===== src/rtl/pwm_audio_out_pkg.sv =====
// Shared constants and helpers for the PWM audio output stage.
// Default widths, mid-scale value and offset-binary conversion.
package pwm_audio_out_pkg;

  localparam int SAMPLE_W_DEF   = 8;
  localparam int FIFO_DEPTH_DEF = 4;

  localparam logic [SAMPLE_W_DEF-1:0] MIDSCALE_DEF =
    {1'b1, {(SAMPLE_W_DEF-1){1'b0}}};

  // Two's complement to offset binary: flip the sign bit.
  function automatic logic [SAMPLE_W_DEF-1:0] to_duty(
    input logic [SAMPLE_W_DEF-1:0] s
  );
    return s ^ MIDSCALE_DEF;
  endfunction

endpackage


===== src/rtl/pwm_audio_out_if.sv =====
// Sample stream handshake: sample/valid from the producer,
// ready back from the consumer; push = valid && ready.
interface pwm_audio_out_if #(
  parameter int W = 8
);

  logic [W-1:0] sample;
  logic         valid;
  logic         ready;

  modport master (
    output sample,
    output valid,
    input  ready
  );

  modport slave (
    input  sample,
    input  valid,
    output ready
  );

endinterface


===== src/rtl/pwm_audio_out_fifo.sv =====
// sample_fifo: synchronous-reset circular buffer.
// Ports: clk, reset, push/din, pop/dout, full, empty, level.
module sample_fifo #(
  parameter int W     = 8,
  parameter int DEPTH = 4,
  localparam int AW   = $clog2(DEPTH),
  localparam int LW   = AW + 1
) (
  input  logic          clk,
  input  logic          reset,
  input  logic          push,
  input  logic [W-1:0]  din,
  input  logic          pop,
  output logic [W-1:0]  dout,
  output logic          full,
  output logic          empty,
  output logic [LW-1:0] level
);

  logic [W-1:0]  mem [DEPTH];
  logic [AW-1:0] rd_ptr;
  logic [AW-1:0] wr_ptr;
  logic          do_push;
  logic          do_pop;

  assign full    = (level == LW'(DEPTH));
  assign empty   = (level == '0);
  assign dout    = mem[rd_ptr];
  assign do_push = push && !full;
  assign do_pop  = pop && !empty;

  always_ff @(posedge clk) begin
    if (do_push) mem[wr_ptr] <= din;
  end

  always_ff @(posedge clk) begin
    if (reset) begin
      rd_ptr <= '0;
      wr_ptr <= '0;
      level  <= '0;
    end else begin
      if (do_push) wr_ptr <= wr_ptr + 1'b1;
      if (do_pop)  rd_ptr <= rd_ptr + 1'b1;
      unique case (1'b1)
        do_push && !do_pop: level <= level + 1'b1;
        do_pop && !do_push: level <= level - 1'b1;
        default:            level <= level;
      endcase
    end
  end

endmodule


===== src/rtl/pwm_audio_out.sv =====
// PWM audio output: buffers signed samples, one per 2^W-clock
// carrier period. Ports: clk, reset, snk (sample stream), mute,
// pwm_out, period_start, underrun, fifo_level.
module pwm_audio_out
  import pwm_audio_out_pkg::*;
#(
  parameter int SAMPLE_W   = SAMPLE_W_DEF,
  parameter int FIFO_DEPTH = FIFO_DEPTH_DEF,
  localparam int LW        = $clog2(FIFO_DEPTH) + 1
) (
  input  logic           clk,
  input  logic           reset,
  pwm_audio_out_if.slave snk,
  input  logic           mute,
  output logic           pwm_out,
  output logic           period_start,
  output logic           underrun,
  output logic [LW-1:0]  fifo_level
);

  localparam logic [SAMPLE_W-1:0] MID =
    {1'b1, {(SAMPLE_W-1){1'b0}}};

  logic [SAMPLE_W-1:0] cnt;
  logic [SAMPLE_W-1:0] cnt_next;
  logic [SAMPLE_W-1:0] duty;
  logic [SAMPLE_W-1:0] duty_next;
  logic [SAMPLE_W-1:0] head;
  logic                load;
  logic                full;
  logic                empty;
  logic                push;

  assign snk.ready = !full && !reset;
  assign push      = snk.valid && snk.ready;
  assign load      = (cnt == '1);

  sample_fifo #(
    .W     (SAMPLE_W),
    .DEPTH (FIFO_DEPTH)
  ) u_fifo (
    .clk   (clk),
    .reset (reset),
    .push  (push),
    .din   (snk.sample),
    .pop   (load),
    .dout  (head),
    .full  (full),
    .empty (empty),
    .level (fifo_level)
  );

  // Muted samples are still popped so sample timing holds.
  always_comb begin
    cnt_next  = cnt + 1'b1;
    duty_next = duty;
    if (load) begin
      if (empty || mute) duty_next = MID;
      else               duty_next = head ^ MID;
    end
  end

  always_ff @(posedge clk) begin
    if (reset) begin
      cnt          <= '0;
      duty         <= MID;
      pwm_out      <= 1'b0;
      period_start <= 1'b0;
      underrun     <= 1'b0;
    end else begin
      cnt          <= cnt_next;
      duty         <= duty_next;
      pwm_out      <= (cnt_next < duty_next);
      period_start <= load;
      underrun     <= load && empty;
    end
  end

endmodule


===== src/flat_wrapper.sv =====
// flat-port wrapper written by rule: the top's interface ports become plain ports
module pwm_audio_out_flat import pwm_audio_out_pkg::*;
#(
  parameter int SAMPLE_W   = SAMPLE_W_DEF,
  parameter int FIFO_DEPTH = FIFO_DEPTH_DEF,
  localparam int LW        = $clog2(FIFO_DEPTH) + 1
)
  (clk, reset, mute, pwm_out, period_start, underrun, fifo_level, snk_sample, snk_valid, snk_ready);
  pwm_audio_out_if #(.W(8)) snk_i ();
  input  logic clk;
  input  logic reset;
  input  logic mute;
  output logic pwm_out;
  output logic period_start;
  output logic underrun;
  output logic [LW-1:0] fifo_level;
  input wire logic [$bits(snk_i.sample)-1:0] snk_sample;
  input wire logic [$bits(snk_i.valid)-1:0] snk_valid;
  output wire logic [$bits(snk_i.ready)-1:0] snk_ready;
  assign snk_i.sample = snk_sample;
  assign snk_i.valid = snk_valid;
  assign snk_ready = snk_i.ready;
  pwm_audio_out #(.SAMPLE_W(SAMPLE_W), .FIFO_DEPTH(FIFO_DEPTH)) u_core (.clk(clk), .reset(reset), .snk(snk_i), .mute(mute), .pwm_out(pwm_out), .period_start(period_start), .underrun(underrun), .fifo_level(fifo_level));
endmodule

===== config.mk =====
export PLATFORM = sky130hd
export DESIGN_NAME = pwm_audio_out_flat
export DESIGN_NICKNAME = d
export VERILOG_FILES = /design/src/rtl/pwm_audio_out_pkg.sv /design/src/rtl/pwm_audio_out_if.sv /design/src/rtl/pwm_audio_out_fifo.sv /design/src/rtl/pwm_audio_out.sv /design/src/flat_wrapper.sv
export SDC_FILE = /design/constraint.sdc
export NUM_CORES = 1
export LEC_CHECK = 0
export ABC_AREA = 1
export CAP_MARGIN = 30
export CORE_AREA = 4 4 74 76
export DETAILED_ROUTE_END_ITERATION = 16
export DIE_AREA = 0 0 78 80
export PLACE_DENSITY = 0.78
export SETUP_SLACK_MARGIN = 0.15
export SYNTH_ARGS = -nofsm -noshare
export SYNTH_HDL_FRONTEND = slang
export SYNTH_HIERARCHICAL = 1
export SYNTH_SLANG_ARGS = --single-unit
export TNS_END_PERCENT = 50

===== constraint.sdc =====
create_clock -name clk -period 3.15 [get_ports clk]
set_clock_uncertainty 0.2 [all_clocks]
set_input_delay 0.4725 -clock clk [delete_from_list [all_inputs] [get_ports clk]]
set_output_delay 0.4725 -clock clk [all_outputs]
set_load 0.05 [all_outputs]

==> results_dict.tcl, run 1 <==
set metrics [dict create \
    status "finished, final reports clean" \
    hold_viol_final 0 \
    port_buffers 18 \
    regArea_um2 1521 \
    cts_sinks 60 \
    antennaDiodeCount 0 \
    slew_headroom_pct 61.36 \
    setup_tns_ns 0 \
    worstMarginPinSlew_ns 0.5788 \
    synth_nets 301 \
    yosysWarnings 6 \
    power_density_nw_per_um2 547.3 \
    dp_hpwl_um 3226 \
    grt_use_total_pct 17.48 \
    synth_cells 275 \
    drive_above_1_share_pct 12.94 \
    min_period_ns 2.722 \
    cts.path.max_buffers 2 \
    initial_core_util_pct 56.93 \
    cp-end-kind "register" \
    crit_arrival_ns 2.75 \
    yosysTopAreaCellShare_pct 35.74 \
    clk_latency_ns 0.33 \
    cts_tree "built" \
    setup_viol 0 \
    worstPathMaxFanout 14 \
    grt_pass1_wl_um 8114 \
    dieArea_um2 6240 \
    cts_resized 0 \
    worstSetupPathType "register to register" \
    synthTopCellsByArea "edfxtp_1 36%, dfxtp_1 21%, nor2_1 6.1%" \
    nNetsFinal 330 \
    slew_viol_final 0 \
    first_pass_iters 4 \
    areaGrowthSynthToFinish_pct 18.57 \
    startpoint_type "register" \
    clk_pin_slew_worst_paths_ns 0.06 \
    vias_per_cell 5.077 \
    nFillCells 350 \
    gr-total-overflow 0 \
    rows 25 \
    multi_input_area_um2 987.2 \
    max_cap_violations 0 \
    die_h_um 80 \
    p_leak_nw 1.250 \
    peakVddDrop_uv 325.4 \
    post-route-period-util_pct 86.42 \
    gp_congestion 0.8582 \
    syn_area_um2 2689 \
    drt_iter0_drc 100 \
    cts_setup_buffers 0 \
    fmax_ghz 0.3673 \
    routed_wl_um 4837 \
    die_width_um 78 \
    required_ns 3.18 \
    htreeDepth 3 \
    ys_seq_elements 60 \
    synth.avg_cell_area_um2 9.778 \
    vias 1909 \
    dp_slack_ns 0.4741 \
    clk_root_buffer_cell "clkbuf_8" \
    drc 0 \
    hold_buffers 0 \
    io_pins 19 \
    coreArea_um2 4723 \
    rsz0062_at_grt "no" \
    min_path_type "register to register" \
    yosysSeqAreaShare_pct 56.58 \
    antenna_found_initial 0 \
    fin_ws_ns 0.4276 \
    cts_buffers 9 \
    antenna_left 0 \
    routedWlPerCell_um 12.86 \
    yosysUniqueCellTypes 29 \
    yosysTopAreaCell "edfxtp_1" \
    grt_pass1_vias 1866 \
    grt_max_degree 25 \
]
-- kinds of logic (layout without fill, tap and decap cells) --
family | after synthesis | in the layout | synth area share, %
AOI/OAI and AO/OA | 43 | 43 | 9.586
DFF | 60 | 60 | 56.58
xor gates and xnor gates | 3 | 3 | 0.9774
adders and majority gates | 14 | 14 | 6.794
buffers and inverters | 42 | 76 | 6.701
and+or+nand+nor | 113 | 113 | 19.36
-- cells in the final DEF (no fill, tap or decap), types with 4 or more instances in the layout --
cell / netlist / routed
a21oi_1: 8 / 8
buf_4: 0 / 5
clkbuf_8: 0 / 9
clkdlybuf4s50_1: 0 / 17
clkinv_1: 0 / 4
dfxtp_1: 28 / 28
edfxtp_1: 32 / 32
ha_1: 13 / 13
inv_1: 36 / 36
nand2_1: 42 / 42
nand3_1: 8 / 8
nor2_1: 44 / 44
o21ai_0: 15 / 15
o21ai_2: 7 / 7
o22ai_1: 8 / 8
-- per-stage QoR --
stage	hold WS [ns]	area (um^2)	power, mW	util (%)	std cells
4_1_cts	0.2952	3188	1.763	67.50	376
3_3_place_gp	0.2687	2959	0.9696	62.65	360
2_1_floorplan	0.2383	2689	0.9276	-	275
3_5_place_dp	0.2799	2959	0.9733	62.65	360
6_report	0.2906	3188	1.745	67.50	376
5_1_grt	0.3102	3188	1.811	67.50	376
-- flip-flops by register name, indices dropped and copies added, names as in the netlist, named ones only --
register,cells
u_core/u_fifo/wr_ptr,2
u_core/period_start,1
u_core/u_fifo/level,3
u_core/u_fifo/rd_ptr,2
u_core/duty,8
u_core/pwm_out,1
u_core/u_fifo/mem,32
u_core/underrun,1
u_core/cnt,8
-- path summary, 6_finish.rpt --
path	slack, ns	start	endpoint	cells past startpoint
min reg2reg	0.29	u_core/duty[7]	u_core/duty[7]	2
max reg2reg	0.43	u_core/cnt[0]	u_core/u_fifo/level[2]	16
min	0.29	u_core/duty[7]	u_core/duty[7]	2
max	0.43	u_core/cnt[0]	u_core/u_fifo/level[2]	16
-- critical path, stage by stage (launching register included) --
cell and delay (ns):
dfxtp_1 0.42, ha_1 0.22, nand2_2 0.09, nor2_4 0.15, nand2_4 0.15, inv_1 0.20
nand2_1 0.10, inv_1 0.10, ha_1 0.18, inv_1 0.07, fa_1 0.39, inv_1 0.07
nand2_1 0.04, nand3_1 0.08, nand2_1 0.06, nand2_1 0.05, nor2_1 0.04
-- power by group --
part	total (mW)	switching [mW]	internal, mW
sequential	0.849	0.00937	0.839
clock	0.789	0.274	0.514
combinational	0.108	0.0644	0.0433
-- metal layers --
| metal | GRT usage, % | vias up | share of wire (%) |
|---|---|---|---|
| met1 | 19.41 | 874 | 42 |
| met4 | 13.99 | 0 | 3.3 |
| li1 | - | 964 | - |
| met3 | 4.402 | 18 | 5.3 |
| met5 | 0 | - | 0 |
| met2 | 28.51 | 53 | 49 |
-- synthesized netlist by cell type --
cell	count
nor2_1	44
nand2_1	42
inv_1	36
edfxtp_1	32
dfxtp_1	28
o21ai_0	15
ha_1	13
a21oi_1	8
nand3_1	8
o22ai_1	8
o21ai_2	7
buf_6	3
nand2_4	3
nor2_2	3
nor2_4	3
nor3_1	3
o21ai_1	3
clkbuf_1	2
nand2_2	2
nor3b_1	2
xnor2_1	2
a21oi_2	1
fa_1	1
inv_2	1
nand3_2	1
nand4_1	1
nor3b_2	1
o211ai_1	1
xor2_1	1
-- area by class of cell --
type                       count  share of cell area [%]
inverter                      37                   4.356
clock buffer                   9                   3.885
tap                           67                   2.630
multi-input combinational    173                   30.97
timing repair buffer          23                   7.143
sequential                    60                   47.72
clock inverter                 7                   3.297
(Power assumes the default switching activity.)
==> run 2: changes to the inputs <==
--- a/config.mk
+++ b/config.mk
@@ -7,11 +7,12 @@
 export LEC_CHECK = 0
 export ABC_AREA = 1
 export CAP_MARGIN = 30
-export CORE_AREA = 4 4 74 76
+export CORE_AREA = 2 2 72 74
 export DETAILED_ROUTE_END_ITERATION = 16
-export DIE_AREA = 0 0 78 80
+export DIE_AREA = 0 0 74 76
 export PLACE_DENSITY = 0.78
 export SETUP_SLACK_MARGIN = 0.15
+export SLEW_MARGIN = 15
 export SYNTH_ARGS = -nofsm -noshare
 export SYNTH_HDL_FRONTEND = slang
 export SYNTH_HIERARCHICAL = 1
==> run 2 against run 1 <==
Net effect: sequential power about the same; largest cell class unchanged; non-clock buffer count up 1; cell count up 1.1%; highest routed layer unchanged; power down 6.8%.
==> results_dict.tcl, run 2 (synthesis gave the netlist of run 1 again) <==
set metrics [dict create \
    slew_viol_final 0 \
    areaGrowthSynthToFinish_pct 17.68 \
    required_ns 3.18 \
    gr-total-overflow 0 \
    final_cell_mix "44 x nor2_1, 42 x nand2_1, 36 x inv_1" \
    rows 26 \
    cts_setup_buffers 0 \
    initial_core_util_pct 54.74 \
    dieArea_um2 5624 \
    worstPathMaxFanout 14 \
    cp-end-kind "register" \
    fmax_ghz 0.3797 \
    worstHoldStart "u_core/duty[7]" \
    hold_slack_ns 0.2928 \
    reg.largest.list "u_core/u_fifo/mem (32), u_core/cnt (8), u_core/duty (8)" \
    pwr-share-clk_pct 41.2 \
    min_to "u_core/duty[7]" \
    peakVddDrop_uv 272.3 \
    rr_startpoint "u_core/cnt[0]" \
    gp_congestion 0.8104 \
    min_period_ns 2.633 \
    combPwrFrac_pct 6.7 \
    min_path_type "register to register" \
    status "finished, final reports clean" \
    antennaDiodeCount 0 \
    drive_above_1_share_pct 14.19 \
    vias_per_cell 4.911 \
    clk_pin_slew_worst_paths_ns 0.06 \
    coreArea_um2 4912 \
    swShare_pct 22.25 \
    grt_pass1_wl_um 8176 \
    io_pins 19 \
    hold_buffers 0 \
    grt_use_total_pct 19.43 \
    startpoint_type "register" \
    worstSetupPathType "register to register" \
    antenna_found_initial 0 \
    hold_viol_final 0 \
    worstMarginPinSlew_ns 0.5387 \
    first_pass_iters 4 \
    dp_hpwl_um 3201 \
    power_frac_seq_pct 52.1 \
    die_h_um 76 \
    port_buffers 18 \
    setup_tns_ns 0 \
    power.switching_mw 0.3618 \
    slew_headroom_pct 64.01 \
    final_util_pct 64.42 \
    drc 0 \
    die_width_um 74 \
    routed_wl_um 4755 \
    cts_buffers 9 \
    htreeDepth 3 \
    p_int_mw 1.265 \
    antenna_left 0 \
    drt_iter0_drc 107 \
    crit_arrival_ns 2.66 \
    vias 1866 \
    routedWlPerCell_um 12.51 \
    clk_latency_ns 0.33 \
    largest_reg_flops 32 \
    setup_viol 0 \
    ff2ff_setup_slack_ns 0.52 \
    cts_resized 0 \
    top_register "u_core/u_fifo/mem" \
    p_leak_nw 1.242 \
    hold_depth 2 \
    power_density_nw_per_um2 514.0 \
    rsz0062_at_grt "no" \
    grt_max_degree 25 \
    ff2ff_path_depth 16 \
    cts.path.max_buffers 2 \
    post-route-period-util_pct 83.60 \
    grt_pass1_vias 1869 \
    clk_root_buffer_cell "clkbuf_8" \
    final_common_cell "nor2_1" \
    nFillCells 391 \
    nNetsFinal 331 \
    max_cap_violations 0 \
    cts_sinks 60 \
    r2r-end "u_core/u_fifo/level[2]" \
    cts_tree "built" \
]
## run 2: area by class of cell
class                      instances  area, um^2  area share (%)
sequential                        60        1521           48.08
multi-input combinational        173       987.2           31.20
timing repair buffer              24       235.2           7.434
clock buffer                      11       141.4           4.468
inverter                          37       138.9           4.389
tap                               70       87.58           2.768
clock inverter                     5       52.55           1.661
## run 2: through the flow
step	power, mW	instance area (um^2)	instances	setup slack (ns)
after global routing	1.690	3164	380	0.2650
after detailed placement	0.9720	2970	364	0.4532
final	1.626	3164	380	0.5166
after global placement	0.9695	2970	364	0.5566
after floorplan	0.9276	2689	275	0.6122
after CTS	1.645	3164	380	0.5197
## run 2: routing by layer
metal	wire, um	up-vias	GRT usage (%)
li1	-	964	-
met1	2172	871	23.91
met2	2381	29	31.07
met3	165	2	5.688
met4	36	0	8.909
met5	0	-	0
## run 2: critical path: stages (launching register included)
cell and delay [ns]:
dfxtp_1 0.41, ha_1 0.21, nand2_2 0.08, nor2_4 0.14
nand2_4 0.14, inv_1 0.19, nand2_1 0.10, inv_1 0.08
ha_1 0.16, inv_1 0.07, fa_1 0.39, inv_1 0.07
nand2_1 0.04, nand3_1 0.08, nand2_1 0.06, nand2_1 0.05
nor2_1 0.04
## run 2: power by group through the flow
stage,registers (mW),clock network (mW),logic (mW)
detailed placement,0.865,0,0.107
global route,0.849,0.719,0.122
CTS,0.847,0.689,0.109
global placement,0.864,0,0.105
floorplan,0.873,0,0.0550
finish,0.848,0.671,0.108
## run 2: how the worst max path moves through the flow
stage / startpoint / to / slack (ns) / depth (start not counted)
2_1_floorplan: u_core/u_fifo/level[0] / u_core/u_fifo/level[1] / 0.61 / 9
3_3_place_gp: reset / u_core/u_fifo/level[1] / 0.56 / 7
3_5_place_dp: reset / u_core/u_fifo/level[1] / 0.45 / 7
4_1_cts: u_core/cnt[0] / u_core/u_fifo/level[2] / 0.52 / 16
5_1_grt: u_core/cnt[0] / u_core/u_fifo/level[2] / 0.27 / 16
6_report: u_core/cnt[0] / u_core/u_fifo/level[2] / 0.52 / 16
